File: src/rtl/dmem_arbiter_if.sv
// Signal bundle between dmem_arbiter, its two requesters (core C, debug D)
// and the shared data memory. The arbiter uses the slave view; the
// requesters/memory side uses the master view.
interface dmem_arbiter_if #(
    parameter int AW = 32,
    parameter int DW = 32
);
    // Core port
    logic          c_req;
    logic          c_we;
    logic [AW-1:0] c_addr;
    logic [DW-1:0] c_wdata;
    logic [DW-1:0] c_rdata;
    logic          c_ack;
    logic          c_stall;
    // Debug / loader port
    logic          d_req;
    logic          d_we;
    logic [AW-1:0] d_addr;
    logic [DW-1:0] d_wdata;
    logic [DW-1:0] d_rdata;
    logic          d_ack;
    // Memory port
    logic          m_en;
    logic          m_we;
    logic [AW-1:0] m_addr;
    logic [DW-1:0] m_wdata;
    logic [DW-1:0] m_rdata;
    // Status
    logic          busy;
    logic          owner;

    modport slave (
        input  c_req, c_we, c_addr, c_wdata,
        output c_rdata, c_ack, c_stall,
        input  d_req, d_we, d_addr, d_wdata,
        output d_rdata, d_ack,
        output m_en, m_we, m_addr, m_wdata,
        input  m_rdata,
        output busy, owner
    );

    modport master (
        output c_req, c_we, c_addr, c_wdata,
        input  c_rdata, c_ack, c_stall,
        output d_req, d_we, d_addr, d_wdata,
        input  d_rdata, d_ack,
        input  m_en, m_we, m_addr, m_wdata,
        output m_rdata,
        input  busy, owner
    );
endinterface

File: src/rtl/dmem_arbiter.sv
// Two-port arbiter/sequencer in front of the shared data memory.
// One transaction at a time: capture the winner, strobe memory for one
// cycle, wait MEM_LAT cycles, latch read data and pulse ack to the owner.
// Ties are broken by a priority bit that flips to the other port after
// every completed transaction.
module dmem_arbiter #(
    parameter int AW         = 32,
    parameter int DW         = 32,
    parameter int MEM_LAT    = 1,   // 1..15
    parameter int CORE_FIRST = 1
) (
    input  logic           clk,
    input  logic           rst,
    dmem_arbiter_if.slave  bus
);
    typedef enum logic [1:0] {
        S_IDLE,
        S_ISSUE,
        S_WAIT,
        S_RESP
    } state_t;

    // prio = 0 lets C win a tie, prio = 1 lets D win.
    localparam logic       PRIO_RST = (CORE_FIRST == 0);
    localparam logic [3:0] LAT_LOAD = 4'(MEM_LAT - 1);

    state_t        state_q, state_d;
    logic          prio_q;
    logic          owner_q;      // 0 = C, 1 = D
    logic          we_q;
    logic [AW-1:0] addr_q;
    logic [DW-1:0] wdata_q;
    logic [DW-1:0] c_rdata_q;
    logic [DW-1:0] d_rdata_q;
    logic [3:0]    lat_q;
    logic          any_req;
    logic          pick_d;

    assign any_req = bus.c_req || bus.d_req;
    assign pick_d  = bus.d_req && (!bus.c_req || prio_q);

    // State register
    always_ff @(posedge clk) begin
        // NOTE: sequential state uses non-blocking assignments so every
        // register samples pre-edge values regardless of statement order.
        if (rst) state_q <= S_IDLE;
        else     state_q <= state_d;
    end

    // Next-state and per-state strobes
    always_comb begin
        // NOTE: every output of this block gets a default first; any path
        // that skips an assignment would otherwise infer a latch.
        state_d   = state_q;
        bus.m_en  = 1'b0;
        bus.m_we  = 1'b0;
        bus.c_ack = 1'b0;
        bus.d_ack = 1'b0;
        case (state_q)
            S_IDLE: begin
                if (any_req) state_d = S_ISSUE;
            end
            S_ISSUE: begin
                bus.m_en = 1'b1;
                bus.m_we = we_q;
                state_d  = S_WAIT;
            end
            S_WAIT: begin
                if (lat_q == 4'd0) state_d = S_RESP;
            end
            S_RESP: begin
                bus.c_ack = !owner_q;
                bus.d_ack = owner_q;
                state_d   = S_IDLE;
            end
            default: state_d = S_IDLE;
        endcase
    end

    // Request capture, latency count, read-data latch and priority update
    always_ff @(posedge clk) begin
        if (rst) begin
            prio_q    <= PRIO_RST;
            owner_q   <= 1'b0;
            we_q      <= 1'b0;
            addr_q    <= '0;
            wdata_q   <= '0;
            lat_q     <= 4'd0;
            c_rdata_q <= '0;
            d_rdata_q <= '0;
        end else begin
            case (state_q)
                S_IDLE: begin
                    if (any_req) begin
                        owner_q <= pick_d;
                        we_q    <= pick_d ? bus.d_we    : bus.c_we;
                        addr_q  <= pick_d ? bus.d_addr  : bus.c_addr;
                        wdata_q <= pick_d ? bus.d_wdata : bus.c_wdata;
                    end
                end
                S_ISSUE: lat_q <= LAT_LOAD;
                S_WAIT: begin
                    if (lat_q != 4'd0) begin
                        lat_q <= lat_q - 4'd1;
                    end else if (!we_q) begin
                        if (owner_q) d_rdata_q <= bus.m_rdata;
                        else         c_rdata_q <= bus.m_rdata;
                    end
                end
                S_RESP: prio_q <= !owner_q;
                default: ;
            endcase
        end
    end

    assign bus.m_addr  = addr_q;
    assign bus.m_wdata = wdata_q;
    assign bus.c_rdata = c_rdata_q;
    assign bus.d_rdata = d_rdata_q;
    assign bus.busy    = (state_q != S_IDLE);
    assign bus.owner   = owner_q;
    assign bus.c_stall = bus.c_req && !bus.c_ack;
endmodule
File: src/flat_wrapper.sv
// flat-port wrapper written by rule: the top's interface ports become plain ports
module dmem_arbiter_flat 
#(
    parameter int AW         = 32,
    parameter int DW         = 32,
    parameter int MEM_LAT    = 1,           
    parameter int CORE_FIRST = 1
)
  (clk, rst, bus_c_req, bus_c_we, bus_c_addr, bus_c_wdata, bus_c_rdata, bus_c_ack, bus_c_stall, bus_d_req, bus_d_we, bus_d_addr, bus_d_wdata, bus_d_rdata, bus_d_ack, bus_m_en, bus_m_we, bus_m_addr, bus_m_wdata, bus_m_rdata, bus_busy, bus_owner);
  dmem_arbiter_if #(.AW(AW), .DW(DW)) bus_i ();
  input  logic clk;
  input  logic rst;
  input wire logic [$bits(bus_i.c_req)-1:0] bus_c_req;
  input wire logic [$bits(bus_i.c_we)-1:0] bus_c_we;
  input wire logic [$bits(bus_i.c_addr)-1:0] bus_c_addr;
  input wire logic [$bits(bus_i.c_wdata)-1:0] bus_c_wdata;
  output wire logic [$bits(bus_i.c_rdata)-1:0] bus_c_rdata;
  output wire logic [$bits(bus_i.c_ack)-1:0] bus_c_ack;
  output wire logic [$bits(bus_i.c_stall)-1:0] bus_c_stall;
  input wire logic [$bits(bus_i.d_req)-1:0] bus_d_req;
  input wire logic [$bits(bus_i.d_we)-1:0] bus_d_we;
  input wire logic [$bits(bus_i.d_addr)-1:0] bus_d_addr;
  input wire logic [$bits(bus_i.d_wdata)-1:0] bus_d_wdata;
  output wire logic [$bits(bus_i.d_rdata)-1:0] bus_d_rdata;
  output wire logic [$bits(bus_i.d_ack)-1:0] bus_d_ack;
  output wire logic [$bits(bus_i.m_en)-1:0] bus_m_en;
  output wire logic [$bits(bus_i.m_we)-1:0] bus_m_we;
  output wire logic [$bits(bus_i.m_addr)-1:0] bus_m_addr;
  output wire logic [$bits(bus_i.m_wdata)-1:0] bus_m_wdata;
  input wire logic [$bits(bus_i.m_rdata)-1:0] bus_m_rdata;
  output wire logic [$bits(bus_i.busy)-1:0] bus_busy;
  output wire logic [$bits(bus_i.owner)-1:0] bus_owner;
  assign bus_i.c_req = bus_c_req;
  assign bus_i.c_we = bus_c_we;
  assign bus_i.c_addr = bus_c_addr;
  assign bus_i.c_wdata = bus_c_wdata;
  assign bus_c_rdata = bus_i.c_rdata;
  assign bus_c_ack = bus_i.c_ack;
  assign bus_c_stall = bus_i.c_stall;
  assign bus_i.d_req = bus_d_req;
  assign bus_i.d_we = bus_d_we;
  assign bus_i.d_addr = bus_d_addr;
  assign bus_i.d_wdata = bus_d_wdata;
  assign bus_d_rdata = bus_i.d_rdata;
  assign bus_d_ack = bus_i.d_ack;
  assign bus_m_en = bus_i.m_en;
  assign bus_m_we = bus_i.m_we;
  assign bus_m_addr = bus_i.m_addr;
  assign bus_m_wdata = bus_i.m_wdata;
  assign bus_i.m_rdata = bus_m_rdata;
  assign bus_busy = bus_i.busy;
  assign bus_owner = bus_i.owner;
  dmem_arbiter #(.AW(AW), .DW(DW), .MEM_LAT(MEM_LAT), .CORE_FIRST(CORE_FIRST)) u_core (.clk(clk), .rst(rst), .bus(bus_i));
endmodule
File: config.mk
export PLATFORM = sky130hd
export DESIGN_NAME = dmem_arbiter_flat
export DESIGN_NICKNAME = d
export VERILOG_FILES = /design/src/rtl/dmem_arbiter_if.sv /design/src/rtl/dmem_arbiter.sv /design/src/flat_wrapper.sv
export SDC_FILE = /design/constraint.sdc
export NUM_CORES = 1
export LEC_CHECK = 0
export ABC_CLOCK_PERIOD_IN_PS = 2500
export BUFFER_PORTS_ARGS = -buffer_cell sky130_fd_sc_hd__buf_2
export CORE_MARGIN = 3
export CORE_UTILIZATION = 34
export CTS_BUF_LIST = sky130_fd_sc_hd__clkbuf_16
export DETAILED_ROUTE_END_ITERATION = 10
export GPL_TIMING_DRIVEN = 0
export PLACE_DENSITY = 0.61
export SYNTH_ARGS = -nofsm -noshare
export SYNTH_HDL_FRONTEND = slang
export SYNTH_SLANG_ARGS = --single-unit
File: constraint.sdc
create_clock -name clk -period 2.5 [get_ports clk]
set_clock_uncertainty 0.05 [all_clocks]
set_input_delay 0.5 -clock clk [delete_from_list [all_inputs] [get_ports clk]]
set_output_delay 0.5 -clock clk [all_outputs]
set_load 0.02 [all_outputs]
==> results.ini <==
[sta]
fin_crit_sh = 0.913
fin_crit_ns = 2.28
slew_violations = 0
fin_tns_setup_ns = 0
fmax_ghz = 0.438
finalHoldViolCount = 0
finalWorstSetupSlack_ns = 0.216
worst_pin_slew_ns = 0.681
whs_ns = 0.314
slew_headroom = 0.546
rsz0062_at_grt = false
setup-violations-final = 0

[synthesis]
ys_ff_latch = 137
synth_nets = 851
yosysUniqueCellTypes = 33
yosysSeqAreaShare = 0.437
avgSynthCellArea_um2 = 9.24
syn-cell-area_um2 = 6280
synth-edff-count = 0
synthArstFlopShare = 0
ys.warnings.count = 0
ys_dominant_reg_cell = dfxtp_1
syn_inst = 679

[placement]
dp_cells = 1207
place_ws_ns = -0.112
placed_cell_area_um2 = 8060
gp_congestion = 0.835
portBuffers = 299
hpwl_um = 16500

[pwr]
power_density_nw_per_um2 = 1000
leakagePower_nw = 3.92
peakVddDrop_mv = 0.456
power_mw = 8.67

[floorplan]
fp.dieH_um = 142
die_x_um = 142
num_rows = 49
start_util = 0.348
core_area_um2 = 18000
die_area_um2 = 20100
io_pins = 301

[clock_network]
insertion_delay_ns = 0.41
tritoncts_num_sinks = 137
ctsHtreeMaxLevel = 4
clkTransAtPathRegs_ns = 0.06
cts_tree = done
postCtsSetupRepairBufs = 0
clock-root-buffer = clkbuf_16
cts_max_path_buffers = 2
cts_buffers = 17

[grt]
track_usage = 0.205
antenna_found_initial = 3
grt_pass1_wl_um = 32400
grt_max_degree = 17
gr-total-overflow = 0
grt_pass1_vias = 5981

[finish]
areaGrowthSynthToFinish_pct = 37.7
layout-drive-gt1-share = 0.339
stdcell_count = 1237
final_util = 0.480
stdcell_area_um2 = 8640
design.final.nets = 1169

[routing]
first_pass_iters = 5
viasPerCell = 4.97
antenna_left = 0
vias = 6153
first_iter_violations = 184
wl_per_cell_um = 17.3
drc = 0
postRouteWirelength_um = 21300

[run_status]
status = complete, no violations

[critical_path]
crit_chain = inv_1 > ha_1 > inv_1 > clkbuf_1 > nor4_2 > buf_4 > mux2i_1
cp-end-kind = register
crit_top_cell = inv_1
cp.arrival_ns = 2.57
critPathMaxFanout = 10
cp_top_family = buffers and inverters
reg2reg_slack_ns = 0.22
required_ns = 2.79
critical_path_buf_inv_count = 4
cp_slowest_cell = nor4_2
slowest_delay_ns = 0.58
crit_type = reg2reg
startpoint_type = register

[run]
drv_cap = 0

[min_path]
hp-class = in2reg

cells in the final DEF (no fill, tap or decap), types with 2 or more instances in the layout:
master,synthesis,final
clkbuf_16,0,17
a21oi_1,2,2
nor2_1,66,66
nand2b_1,99,99
buf_1,5,5
o21ai_0,66,66
o211ai_1,3,3
nand3b_1,65,65
nor3_1,2,2
a311oi_1,65,65
clkbuf_2,0,3
nor3b_1,2,2
and2_1,2,2
nor2b_1,4,4
clkinv_2,0,3
bufinv_16,0,3
inv_1,8,8
clkbuf_1,58,55
or4_1,2,2
buf_6,3,3
mux2i_1,65,65
or3_1,2,2
ha_1,6,6
clkinvlp_4,0,3
clkinv_4,0,2
a211oi_1,2,2
dfxtp_1,137,137
buf_4,2,2
buf_2,3,302
kinds of logic (layout without fill, tap and decap cells):
group           Yosys count  count (layout)  share of synthesized area
other cells               0               1                          0
flops                   137             137                      0.437
xor+xnor                  1               1                    0.00140
mux                      65              65                      0.104
simple gates            249             249                      0.237
fa+ha+maj                 6               6                     0.0120
compound gates          142             142                      0.156
buf+inv                  79             407                     0.0526
synth_stat cells (3+ instances only):
| library cell | instances | area, um^2 |
|---|---|---|
| a311oi_1 | 65 | 569 |
| buf_1 | 5 | 18.8 |
| buf_2 | 3 | 15.0 |
| buf_6 | 3 | 33.8 |
| clkbuf_1 | 58 | 218 |
| dfxtp_1 | 137 | 2740 |
| ha_1 | 6 | 75.1 |
| inv_1 | 8 | 30.0 |
| mux2i_1 | 65 | 651 |
| nand2b_1 | 99 | 619 |
| nand3b_1 | 65 | 488 |
| nor2_1 | 66 | 248 |
| nor2b_1 | 4 | 25.0 |
| o211ai_1 | 3 | 22.5 |
| o21ai_0 | 66 | 330 |
cell type report:
class                      count  area, um^2
clock buffer                  17         425
multi-input combinational    463        3200
buffer                        71         304
fill                        1826        9380
sequential                   137        2740
inverter                       8        30.0
timing repair buffer         299        1500
clock inverter                12         154
antenna                        1        2.50
tap                          229         287
routing by layer:
metal	share of wire	routed length [um]	up-vias	global-route usage
li1	-	-	3066	-
met1	0.42	8870	2829	0.246
met2	0.49	10400	233	0.348
met3	0.086	1840	21	0.0741
met4	0.010	224	4	0.0505
met5	0.0019	40	-	0
power breakdown:
group / switching [mW] / internal, mW / leakage (nW)
combinational: 2.03 / 1.13 / 2.52
sequential: 0.282 / 2.70 / 1.12
clock: 0.974 / 1.55 / 0.277
worst reg2reg max path, cell delays in order, from the launching register on:
cell and delay, ns:
dfxtp_1 0.33, inv_1 0.13, ha_1 0.28, inv_1 0.08, clkbuf_1 0.22, nor4_2 0.58
buf_4 0.34, mux2i_1 0.21
path summary, 6_finish.rpt:
check,start,endpoint,depth (start not counted)
max,u_core.state_q[0]$_SDFFE_PP0P_,u_core.bus.d_rdata[21]$_SDFFE_PP0P_,7
min,bus_c_wdata[11],u_core.bus.m_wdata[11]$_SDFFE_PP0P_,3
max reg2reg,u_core.state_q[0]$_SDFFE_PP0P_,u_core.bus.d_rdata[21]$_SDFFE_PP0P_,7
min reg2reg,u_core.bus.d_rdata[30]$_SDFFE_PP0P_,u_core.bus.d_rdata[30]$_SDFFE_PP0P_,2
sequential cells by signal, indices dropped and copies added (netlist names):
register and cells:
u_core.bus.m_wdata 32, u_core.bus.m_addr 32, u_core.prio_q 1, u_core.bus.d_rdata 32, u_core.bus.owner 1, u_core.we_q 1
u_core.bus.c_rdata 32, u_core.lat_q 4, u_core.state_q 2
timing repair:
action	in CTS	in global routing
hold buffers	0	0
setup endpoints to repair	0	26
resized for setup	0	6
endpoints found under the hold margin	0	0
Note: power is estimated with default switching activity, not from simulation.
